$ cat config.mk
export PLATFORM = sky130hd
export DESIGN_NAME = vic_sound_mc
export DESIGN_NICKNAME = d
export VERILOG_FILES = /design/src/rtl/vic_sound_mc.sv
export SDC_FILE = /design/constraint.sdc
export NUM_CORES = 1
export LEC_CHECK = 0
export CORE_ASPECT_RATIO = 1.75
export CORE_MARGIN = 8
export CORE_UTILIZATION = 30
export DETAILED_ROUTE_END_ITERATION = 10
export GPL_ROUTABILITY_DRIVEN = 0
export GPL_TIMING_DRIVEN = 1
export SLEW_MARGIN = 10
export SYNTH_ARGS = -nofsm -noshare
export SYNTH_HDL_FRONTEND = slang
export SYNTH_SLANG_ARGS = --single-unit
$ cat constraint.sdc
create_clock -name clk -period 3.03 [get_ports clk]
set_input_delay 0.4545 -clock clk [delete_from_list [all_inputs] [get_ports clk]]
set_output_delay 0.4545 -clock clk [all_outputs]
set_load 0.1 [all_outputs]
$ cat src/rtl/vic_sound_mc.sv
// vic_sound_mc: NUM_TONE octave-spaced square voices plus one LFSR noise voice,
// CPU register file, and popcount x amplitude mixer.
// Ports: clk/reset (sync, active high); i_ena base tick; i_we/i_addr/i_wdata
// register writes; o_rdata combinational read-back; o_chan raw voice bits
// (MSB = noise); o_audio registered mix, one clk behind o_chan.
module vic_sound_mc #(
  parameter int          NUM_TONE  = 3,
  parameter int          PRE_MIN   = 4,
  parameter int          ADDR_W    = 3,
  parameter logic [15:0] LFSR_SEED = 16'hACE1,
  parameter int          OUT_W     = $clog2(NUM_TONE+2)+4
) (
  input  logic                clk,
  input  logic                reset,
  input  logic                i_ena,
  input  logic                i_we,
  input  logic [ADDR_W-1:0]   i_addr,
  input  logic [7:0]          i_wdata,
  output logic [7:0]          o_rdata,
  output logic [NUM_TONE:0]   o_chan,
  output logic [OUT_W-1:0]    o_audio
);

  localparam int NV       = NUM_TONE + 1;        // tone voices + noise voice
  localparam int PW       = PRE_MIN + NUM_TONE;  // prescaler width
  localparam int AMP_ADDR = NUM_TONE + 1;
  localparam int CW       = $clog2(NUM_TONE+2);  // popcount width

  // Prescale exponent per voice; the noise voice shares voice 0's rate.
  function automatic int pre_exp(input int k);
    if (k >= NUM_TONE) return PRE_MIN + NUM_TONE - 1;
    return PRE_MIN + (NUM_TONE - 1 - k);
  endfunction

  // Low-order ones mask of width p.
  function automatic logic [PW-1:0] tick_mask(input int p);
    logic [PW-1:0] m;
    m = '0;
    for (int i = 0; i < PW; i++) begin
      if (i < p) m[i] = 1'b1;
    end
    return m;
  endfunction

  logic [7:0]       reg_q [NV];
  logic [7:0]       reg_d [NV];
  logic [3:0]       amp_q, amp_d;
  logic [6:0]       cnt_q [NV];
  logic [6:0]       cnt_d [NV];
  logic [NV-1:0]    chan_q, chan_d;
  logic [PW-1:0]    pre_q, pre_d;
  logic [15:0]      lfsr_q, lfsr_d;
  logic [OUT_W-1:0] audio_q, audio_d;
  logic [NV-1:0]    tick;
  logic [CW-1:0]    pop;

  always_comb begin
    for (int k = 0; k < NV; k++) begin
      tick[k] = i_ena && ((pre_q & tick_mask(pre_exp(k))) == tick_mask(pre_exp(k)));
    end
  end

  always_comb begin
    pop = '0;
    for (int k = 0; k < NV; k++) pop = pop + CW'(chan_q[k]);
  end

  always_comb begin
    reg_d   = reg_q;
    amp_d   = amp_q;
    cnt_d   = cnt_q;
    chan_d  = chan_q;
    lfsr_d  = lfsr_q;
    pre_d   = i_ena ? pre_q + PW'(1) : pre_q;
    audio_d = OUT_W'(pop) * OUT_W'(amp_q);

    if (i_we) begin
      for (int k = 0; k < NV; k++) begin
        if (i_addr == ADDR_W'(k)) reg_d[k] = i_wdata;
      end
      if (i_addr == ADDR_W'(AMP_ADDR)) amp_d = i_wdata[3:0];
    end

    for (int k = 0; k < NV; k++) begin
      // Disabled before or after this cycle's write: park cnt at the
      // incoming F so a re-enable counts a full 128-F ticks, and a
      // disable landing on a wrap still forces the bit low.
      if (!reg_q[k][7] || !reg_d[k][7]) begin
        cnt_d[k]  = reg_d[k][6:0];
        chan_d[k] = 1'b0;
      end else if (tick[k]) begin
        if (cnt_q[k] == 7'h7F) begin
          cnt_d[k] = reg_q[k][6:0];
          if (k == NUM_TONE) begin
            lfsr_d = {1'b0, lfsr_q[15:1]} ^ (lfsr_q[0] ? 16'hB400 : 16'h0000);
            chan_d[k] = lfsr_d[0];
          end else begin
            chan_d[k] = ~chan_q[k];
          end
        end else begin
          cnt_d[k] = cnt_q[k] + 7'd1;
        end
      end
    end
  end

  always_ff @(posedge clk) begin
    if (reset) begin
      for (int k = 0; k < NV; k++) begin
        reg_q[k] <= '0;
        cnt_q[k] <= '0;
      end
      amp_q   <= '0;
      chan_q  <= '0;
      pre_q   <= '0;
      lfsr_q  <= LFSR_SEED;
      audio_q <= '0;
    end else begin
      reg_q   <= reg_d;
      cnt_q   <= cnt_d;
      amp_q   <= amp_d;
      chan_q  <= chan_d;
      pre_q   <= pre_d;
      lfsr_q  <= lfsr_d;
      audio_q <= audio_d;
    end
  end

  always_comb begin
    o_rdata = 8'h00;
    for (int k = 0; k < NV; k++) begin
      if (i_addr == ADDR_W'(k)) o_rdata = reg_q[k];
    end
    if (i_addr == ADDR_W'(AMP_ADDR)) o_rdata = {4'h0, amp_q};
  end

  assign o_chan  = chan_q;
  assign o_audio = audio_q;

endmodule

# --- Word level (Yosys, flattened, before mapping) ---
# Cells that the tools add are included.
classes:
  n_addsub: 8
  n_mul: 1
  eq_ne: 11
  mux: 23
  bitwise_logic: 5
  reduce_logical: 30
op_table:
  columns: ["op", "count"]
  rows:
  - ["7-bit two-way mux", 12]
  - ["8-bit two-way mux", 9]
  - ["7-bit by 1-bit adder with 7-bit output, second input constant", 5]
  - ["32-bit two-way mux", 1]
  - ["7-bit == test, second input constant", 4]
  - ["16-bit two-way mux", 1]
  - ["15-bit by 16-bit XOR with 16-bit output", 1]
  - ["2-bit AND reduction", 5]
  - ["1-bit logical NOT", 8]
  - ["2-bit nonzero test", 4]
  - ["2-bit OR reduction", 4]
  - ["3-bit by 4-bit multiplier with 7-bit output", 1]
  - ["3-bit by 2-bit == test with 1-bit output, second input constant", 2]
  - ["6-bit == test, second input constant", 1]
  - ["5-bit == test, second input constant", 1]
  - ["4-bit == test, second input constant", 1]
  - ["1-bit logical OR", 4]
  - ["1-bit inverter", 4]
  - ["2-bit by 1-bit adder with 3-bit output", 1]
  - ["3-bit by 1-bit adder with 3-bit output", 1]
  - ["3-bit by 1-bit == test with 1-bit output, second input constant", 1]
  - ["3-bit == test, second input constant", 1]
  - ["1-bit logical AND", 3]
  - ["3-bit logical NOT", 1]
  - ["2 further kinds", 2]
word_totals:
  reg_bits: 98
  output_inout_bits: 19
  word_cells: 94

# --- Longest topological paths before layout ---
# Gate-level depths: netlist of run 1.
depth:
  word_depth: 7
  depth_mapped: 11
  ltp_nobuf: 11

# --- Least setup slack after synthesis of run 1 ---
# Ideal clock, no wire load.
synth_path:
  path_kind: "reg2reg"
  start: "register chan_q[1] (netlist: o_chan[1])"
  end: "register audio_q[6] (netlist: o_audio[6])"
  setup_ns: 0.128
  t_arrival_ns: 3.608
  slack_ns: -0.706
  path_stages_with_launch: 11
  period_less_slack_ns: 3.736
  cell_sequence: "dfxtp_1 -> fa_1 -> ha_1 -> ha_1 -> and2_1 -> fa_1 -> ha_1 -> fa_1 -> a21o_1 -> a21oi_1 -> nor2_1"
synth_via:
  elab_chain_len: 4
synth_lines:
  columns: ["item", "line_no", "source"]
  rows:
  - ["from (decl)", "50", "logic [NV-1:0] chan_q, chan_d;"]
  - ["from (signal assigned)", "122", "chan_q <= chan_d;"]
  - ["1-bit by 1-bit adder with 2-bit output", "65", "for (int k = 0; k < NV; k++) pop = pop + CW'(chan_q[k]);"]
  - ["2-bit by 1-bit adder with 3-bit output", "65", null]
  - ["3-bit by 1-bit adder with 3-bit output", "65", null]
  - ["3-bit by 4-bit multiplier with 7-bit output", "75", "audio_d = OUT_W'(pop) * OUT_W'(amp_q);"]
  - ["to (signal assigned)", "125", "audio_q <= audio_d;"]
  - ["to (decl)", "53", "logic [OUT_W-1:0] audio_q, audio_d;"]
# Every way passes these cells.
# A chain may end at the register's enable or synchronous reset.

# --- Final worst setup path of run 1 ---
layout_path:
  start: "register chan_q[0] (netlist: o_chan[0])"
  end: "register audio_q[6] (netlist: o_audio[6])"
# Same word-level chain as after synthesis.

==> results of run 1 <==
state kept, by name, indices dropped and copies added, names as in the netlist:
register  cells
cnt_q        28
lfsr_q       16
o_chan        4
amp_q         4
o_audio       7
reg_q        32
pre_q         6
timing repair:
action                                  in CTS  in global routing
resized for setup                            2                  2
setup buffers                                0                  0
pin swaps                                    0                  2
endpoints found under the setup margin       2                  3
endpoints found under the hold margin        0                  0
per-stage QoR:
stage          area (um^2)  total power [mW]  util, %  hold WS, ns
6_report              6160              2.67     36.7        0.471
5_1_grt               6160              2.77     36.7        0.498
4_1_cts               6160              2.69     36.7        0.475
3_5_place_dp          5850              1.54     34.8        0.458
3_3_place_gp          5850              1.54     34.8        0.454
2_1_floorplan         5100              1.46        -        0.431
power groups by stage:
| stage | logic [mW] | clock network [mW] | registers, mW |
|---|---|---|---|
| 2_1_floorplan | 0.119 | 0 | 1.34 |
| 3_3_place_gp | 0.189 | 0 | 1.35 |
| 3_5_place_dp | 0.192 | 0 | 1.35 |
| 4_1_cts | 0.193 | 1.18 | 1.32 |
| 5_1_grt | 0.209 | 1.23 | 1.32 |
| 6_report | 0.192 | 1.16 | 1.32 |
final timing paths:
path,to,cells past startpoint
setup / recovery,o_audio[6],10
hold / removal,lfsr_q[3],2
setup reg to reg,o_audio[6],10
hold reg to reg,lfsr_q[3],2
per-layer routing:
metal  up-vias  GRT usage (%)  routed length [um]
met5         -              0                   0
met4         0           7.83                 507
met3        27           2.40                 531
met2       113           26.2                8110
met1      2184           14.4                5640
li1       2182              -                   -
logic make-up (layout without fill, tap and decap cells):
kind of cell	count (synthesis)	in the layout	share of synthesized area [%]
adders and majority gates	18	18	5.01
muxes	42	42	10.3
xor gates and xnor gates	12	12	2.06
AOI/OAI and AO/OA	146	146	19.5
buffers and inverters	48	94	4.15
and+or+nand+nor	210	210	20.8
DFF	97	97	38.2
cell usage after synthesis, drive strengths merged (4+ instances only):
cell,number,share of area (%)
dfxtp,97,38
nor2,58,4.3
nand2,50,3.7
a21oi,49,4.8
mux2i,32,6.3
o21ai,24,2.7
nand3,22,2.2
clkbuf,19,1.4
nor3,19,1.9
inv,15,1.1
buf,14,1.6
ha,14,3.4
a21o,10,1.5
and2,9,1.1
mux4,8,3.5
nand4,8,1.1
a22o,7,1.2
and3,7,0.86
nor2b,7,0.86
xnor2,7,1.2
nor4,6,1.0
o21a,6,0.88
or3,6,0.74
a211o,5,0.86
xor2,5,0.86
a221oi,4,0.69
a31oi,4,0.49
a32o,4,0.79
fa,4,1.6
nand2b,4,0.49
area by class of cell:
| cell class | instances | area, um^2 | area share, % |
|---|---|---|---|
| clock inverter | 6 | 66.3 | 1.08 |
| clock buffer | 10 | 229 | 3.72 |
| sequential | 97 | 1950 | 31.7 |
| multi-input combinational | 428 | 2960 | 48.0 |
| timing repair buffer | 63 | 616 | 9.99 |
| inverter | 15 | 56.3 | 0.914 |
| tap | 227 | 284 | 4.61 |
critical path: stages (launching register included):
cell and delay (ns):
dfxtp_4 0.35, fa_1 0.53, ha_2 0.20, ha_4 0.21
and2_1 0.16, fa_1 0.44, ha_2 0.20, fa_2 0.34
a21o_1 0.18, a21oi_1 0.14, nor2_1 0.05
placed cells by master (no fill, tap or decap), drive strengths merged, types with 9 or more instances in the layout:
master	instances
o21ai	24
mux2i	32
nand3	22
nand2	50
ha	14
clkbuf	10
dfxtp	97
buf	50
a21o	10
inv	16
nor3	19
and2	9
nor2	58
clkdlybuf4s50	13
a21oi	49
==> impl_table.tex, run 1 <==
\begin{tabular}{lr}
\hline
Metric & Value \\
\hline
\multicolumn{2}{l}{\textbf{Outcome}} \\
Outcome & complete, no violations \\
\multicolumn{2}{l}{\textbf{Finish}} \\
Nets & 647 \\
Fraction of final layout cells with drive strength greater than 1 & 15.0\% \\
Antenna fix cells & 0 \\
Final instance count without filler cells & 846 \\
Synth-to-Final Area Change & 21.0\% \\
Fillers & 1666 \\
\multicolumn{2}{l}{\textbf{Power and ir drop}} \\
Sw Ratio & 24.4\% \\
Total leakage power & 2.36 nW \\
Cell area power density & 434 nW/um\^{}2 \\
Worst vdd rail ir drop & 0.223 mV \\
Power dissipated by switching net loads & 0.653 mW \\
Clock share of power & 43.3\% \\
Relative contribution of sequential cells to total power & 49.5\% \\
Fraction of power consumed by combinational cells & 7.2\% \\
Internal Power & 2.02 mW \\
\multicolumn{2}{l}{\textbf{Floorplan}} \\
Cell row count & 63 \\
Overall die width & 114 um \\
Die area & 21600 um\^{}2 \\
Num ports & 34 \\
Die extent in y & 188 um \\
Effective utilization at floorplan & 30.3\% \\
Core Area & 16800 um\^{}2 \\
\multicolumn{2}{l}{\textbf{Routing}} \\
First-pass DRT Iterations & 5 \\
Wirelength, routed & 14800 um \\
DRC & 0 \\
Average routed wire per standard cell & 17.5 um \\
Via count normalized by instance count & 5.33 \\
Iteration-0 DRC Markers & 286 \\
Post-route antenna net violation count & 0 \\
Count of vias placed by the detailed router & 4506 \\
\multicolumn{2}{l}{\textbf{STA}} \\
Fraction of the cycle the final worst path needs & 96.3\% \\
Unrepaired setup endpoints after global routing & false \\
Headroom to the max-slew limit & 58.2\% \\
Count of final setup violators & 0 \\
Measured slew at the worst slew-check pin & 0.621 ns \\
Fin crit period & 2.92 ns \\
Setup slack of the critical path after layout & 0.111 ns \\
Clk\_skew & 0.00740 ns \\
Total negative setup slack & 0 ns \\
Max Slew Vio Count & 0 \\
Maximum clock frequency & 343 MHz \\
Hold Vio Cnt, Final & 0 \\
\multicolumn{2}{l}{\textbf{Yosys}} \\
Sequential cell area fraction in the yosys report & 38.2\% \\
Number of synthesized register bits & 97 \\
Mean post-synth cell area & 8.88 um\^{}2 \\
Synth Warn \# & 0 \\
Count of mapped cells out of synthesis & 573 \\
Number of enable-type register cells in the synthesized netlist & 0 \\
FFs w/ async S/R, synth & 0\% \\
Mapped Area & 5090 um\^{}2 \\
Distinct cells, synth & 68 \\
Synth Flop Type & dfxtp\_1 \\
Mapped Nets & 606 \\
\multicolumn{2}{l}{\textbf{Min path}} \\
Worst min-delay path class & reg -> reg \\
Hold path startpoint & lfsr\_q[4] \\
\multicolumn{2}{l}{\textbf{Setup path}} \\
Start point of the critical path & o\_chan[0] \\
Launch instance of the worst register-to-register path & o\_chan[0] \\
Crit. End Element & register \\
R2R setup slack & 0.11 ns \\
Startpoint type of the worst setup path & register \\
Largest fanout on the critical path & 4 \\
Worst EP required & 3.26 ns \\
Critical path class & reg -> reg \\
Arrival time worst endpoint & 3.15 ns \\
\multicolumn{2}{l}{\textbf{GRT}} \\
Initial antenna violation count & 0 \\
GRT Resource Usage Total & 14.1\% \\
Grt ovf & 0 \\
Wire length of the first global-routing pass & 23900 um \\
Pin count of the biggest net entering global routing & 34 \\
Number of global-route vias before repair & 4582 \\
\multicolumn{2}{l}{\textbf{Clock tree}} \\
Clock-pin slew on the worst setup and hold paths & 0.07 ns \\
CTS hold repair buffers & 0 \\
Number of clock sinks & 97 \\
H-tree levels & 3 \\
Number of buffers on the longest clock path & 2 \\
Number of CTS-inserted buffers & 9 \\
Clock Tree Root & clkbuf\_16 \\
CTS tree & built \\
Insertion delay of the later-clocked pin in the worst-skew pair & 0.34 ns \\
\multicolumn{2}{l}{\textbf{Placed design}} \\
Placed wire-length estimate after detailed placement & 11400 um \\
Port Buffer Count & 33 \\
Post-placement worst setup slack & -0.0680 ns \\
Number of cells in the design after placement & 830 \\
\multicolumn{2}{l}{\textbf{Flow run}} \\
Count of max-cap constraint violations & 0 \\
\hline
\end{tabular}
(Power assumes the default switching activity.)
==> inputs of run 2 (changes only) <==
--- a/config.mk
+++ b/config.mk
@@ -7,2 +7,3 @@
 export LEC_CHECK = 0
+export ABC_AREA = 0
 export CORE_ASPECT_RATIO = 1.75
==> constraint.sdc (replaced) <==
create_clock -name clk -period 3.03 [get_ports clk]
set_input_delay 0.606 -clock clk [delete_from_list [all_inputs] [get_ports clk]]
set_output_delay 0.606 -clock clk [all_outputs]
set_load 0.1 [all_outputs]
==> run 2 against run 1 <==
Total power decreased by 3.5%. First-iteration DRC count decreased by 14%. Hold slack got worse by 0.0040 ns. Wire length increased by 1.5%. Combinational power increased by 3%. Largest power group unchanged.
==> impl_table.tex, run 2 (same netlist as run 1, synthesis figures left out) <==
\begin{tabular}{lr}
\hline
Metric & Value \\
\hline
\multicolumn{2}{l}{\textbf{Outcome}} \\
Outcome & complete, no violations \\
\multicolumn{2}{l}{\textbf{GRT}} \\
GRT Resource Usage Total & 14.1\% (about the same) \\
Initial antenna violation count & 0 (unchanged) \\
Wire length of the first global-routing pass & 23900 um (+0.18\%) \\
Pin count of the biggest net entering global routing & 45 (+32\%) \\
Number of global-route vias before repair & 4574 (-0.17\%) \\
Grt ovf & 0 (unchanged) \\
\multicolumn{2}{l}{\textbf{Setup path}} \\
Worst-path cell with the longest stage delay & fa\_1 \\
Start point of the critical path & o\_chan[1] \\
Cells traversed along the worst timing path & fa\_1, ha\_2, ha\_4, and2\_4, fa\_1, ha\_2, fa\_2, a21o\_1, a21oi\_1, nor2\_1 \\
Arrival time worst endpoint & 3.18 ns (+0.03 ns) \\
Worst EP required & 3.27 ns (about the same) \\
Sum of buffers and inverters on the critical path & 0 (unchanged) \\
Launch instance of the worst register-to-register path & o\_chan[1] \\
Crit. End Element & register \\
Kind of cell adding the most delay to the critical path & adder cells \\
Delay of the slowest critical-path stage & 0.54 ns (about the same) \\
Largest fanout on the critical path & 4 (unchanged) \\
Critical path class & reg -> reg \\
Startpoint type of the worst setup path & register \\
\multicolumn{2}{l}{\textbf{STA}} \\
Measured slew at the worst slew-check pin & 0.881 ns (+0.259 ns) \\
Headroom to the max-slew limit & 41.3\% (-17 points) \\
Hold Vio Cnt, Final & 0 (unchanged) \\
Total negative setup slack & 0 ns (unchanged) \\
Count of final setup violators & 0 (unchanged) \\
Fraction of the cycle the final worst path needs & 96.9\% (+0.59 points) \\
Unrepaired setup endpoints after global routing & false \\
Clk\_skew & 0.00949 ns (+0.00209 ns) \\
Maximum clock frequency & 340 MHz (-0.60\%) \\
Max Slew Vio Count & 0 (unchanged) \\
Fin crit period & 2.94 ns (+0.0177 ns) \\
\multicolumn{2}{l}{\textbf{Floorplan}} \\
Die extent in y & 188 um (unchanged) \\
Die area & 21600 um\^{}2 (unchanged) \\
Core Area & 16800 um\^{}2 (unchanged) \\
Effective utilization at floorplan & 30.3\% (unchanged) \\
Num ports & 34 (unchanged) \\
Cell row count & 63 (unchanged) \\
Overall die width & 114 um (unchanged) \\
\multicolumn{2}{l}{\textbf{Finish}} \\
Max reg flops & 32 (unchanged) \\
Most frequent standard cell in the layout excluding fill and tap cells & dfxtp\_1 \\
Largest regs & reg\_q (32), cnt\_q (28), lfsr\_q (16) \\
Nets & 646 (-0.15\%) \\
Register ranked first by flip-flop count & reg\_q \\
Core Util, Final & 36.7\% (+0.052 points) \\
Commonest cells after routing, fill and taps aside & 93 x dfxtp\_1, 58 x nor2\_1, 50 x nand2\_1 \\
Fraction of final layout cells with drive strength greater than 1 & 16.7\% (+1.7 points) \\
Fillers & 1690 (+1.4\%) \\
Antenna fix cells & 0 (unchanged) \\
Synth-to-Final Area Change & 21.2\% \\
\multicolumn{2}{l}{\textbf{Power and ir drop}} \\
Relative contribution of sequential cells to total power & 51.3\% (+1.8 points) \\
Sw Ratio & 25.0\% (+0.55 points) \\
Worst vdd rail ir drop & 0.324 mV (+45\%) \\
Fraction of power consumed by combinational cells & 7.7\% (+0.5 points) \\
Total leakage power & 2.36 nW (-0.13\%) \\
Internal Power & 1.93 mW (-4.2\%) \\
Sum of internal, switching and leakage power & 2.58 mW (-3.5\%) \\
Cell area power density & 418 nW/um\^{}2 (-3.6\%) \\
Power dissipated by switching net loads & 0.644 mW (-1.3\%) \\
Clock share of power & 41.0\% (-2.3 points) \\
\multicolumn{2}{l}{\textbf{Clock tree}} \\
Clock-pin slew on the worst setup and hold paths & 0.07 ns (about the same) \\
CTS hold repair buffers & 0 (unchanged) \\
CTS tree & built \\
Post-CTS Setup Bufs & 0 (unchanged) \\
Clock Tree Root & clkbuf\_16 \\
Number of clock sinks & 97 (unchanged) \\
H-tree levels & 3 (unchanged) \\
Number of buffers on the longest clock path & 2 (unchanged) \\
Quantity of gates resized following cts & 0 (-2) \\
Insertion delay of the later-clocked pin in the worst-skew pair & 0.34 ns (about the same) \\
Number of CTS-inserted buffers & 9 (unchanged) \\
\multicolumn{2}{l}{\textbf{Routing}} \\
Wirelength, routed & 15000 um (+1.5\%) \\
Count of vias placed by the detailed router & 4545 (+0.87\%) \\
Average routed wire per standard cell & 17.8 um (+1.7\%) \\
DRC & 0 (unchanged) \\
Iteration-0 DRC Markers & 247 (-14\%) \\
Via count normalized by instance count & 5.39 (+1.1\%) \\
Post-route antenna net violation count & 0 (unchanged) \\
First-pass DRT Iterations & 4 (-1) \\
\multicolumn{2}{l}{\textbf{Placed design}} \\
Port Buffer Count & 33 (unchanged) \\
Placed wire-length estimate after detailed placement & 11600 um (+1.6\%) \\
\multicolumn{2}{l}{\textbf{Flow run}} \\
Count of max-cap constraint violations & 0 (unchanged) \\
\multicolumn{2}{l}{\textbf{Min path}} \\
Worst min-delay path class & reg -> reg \\
Hold path startpoint & lfsr\_q[2] \\
\hline
\end{tabular}
[run 2: cell count changes in the layout (fill, tap and decap cells not counted), moves of 2 or more]
cell     before  now
nor2b_2       0    4
nor2b_1       7    3
o21ai_1       5    1
buf_4        40   38
o21ai_2       2    6
[run 2: cell type report]
cell class	instances	area (um^2)	area share, %
clock inverter	6	45.0	0.730
clock buffer	9	225	3.65
timing repair buffer	62	621	10.1
sequential	97	1950	31.7
inverter	15	56.3	0.913
multi-input combinational	428	2980	48.4
tap	227	284	4.60
[run 2: through the flow]
stage	hold WS, ns	setup WS (ns)	cells	instance area (um^2)
6_report	0.467	0.0930	844	6170
2_1_floorplan	0.431	0.0177	573	5150
4_1_cts	0.473	0.0929	844	6170
3_3_place_gp	0.457	0.156	829	5900
3_5_place_dp	0.464	0.0918	829	5900
5_1_grt	0.497	0.00160	844	6170
[run 2: worst paths after layout]
check	end	slack (ns)	cells past startpoint
hold reg to reg	lfsr_q[1]	0.47	2
setup reg to reg	o_audio[6]	0.09	10
setup / recovery	o_audio[6]	0.09	10
hold / removal	lfsr_q[1]	0.47	2
[run 2: power by group through the flow]
| stage | Combinational, mW | Sequential, mW | Clock (mW) |
|---|---|---|---|
| 6_report | 0.198 | 1.32 | 1.06 |
| 5_1_grt | 0.213 | 1.32 | 1.13 |
| 4_1_cts | 0.199 | 1.32 | 1.09 |
| 3_5_place_dp | 0.197 | 1.35 | 0 |
| 3_3_place_gp | 0.194 | 1.35 | 0 |
| 2_1_floorplan | 0.121 | 1.34 | 0 |
[run 2: worst min-delay path, stage by stage, from the launching register on]
cell,delay (ns)
dfxtp_1,0.31
nand3_1,0.06
a21oi_1,0.05
[run 2: per-layer routing]
metal / global-route usage [%] / part of all wire (%)
met5: 0 / 0
met2: 26.2 / 53
met4: 10.9 / 6.8
met3: 2.18 / 3.8
met1: 13.4 / 36
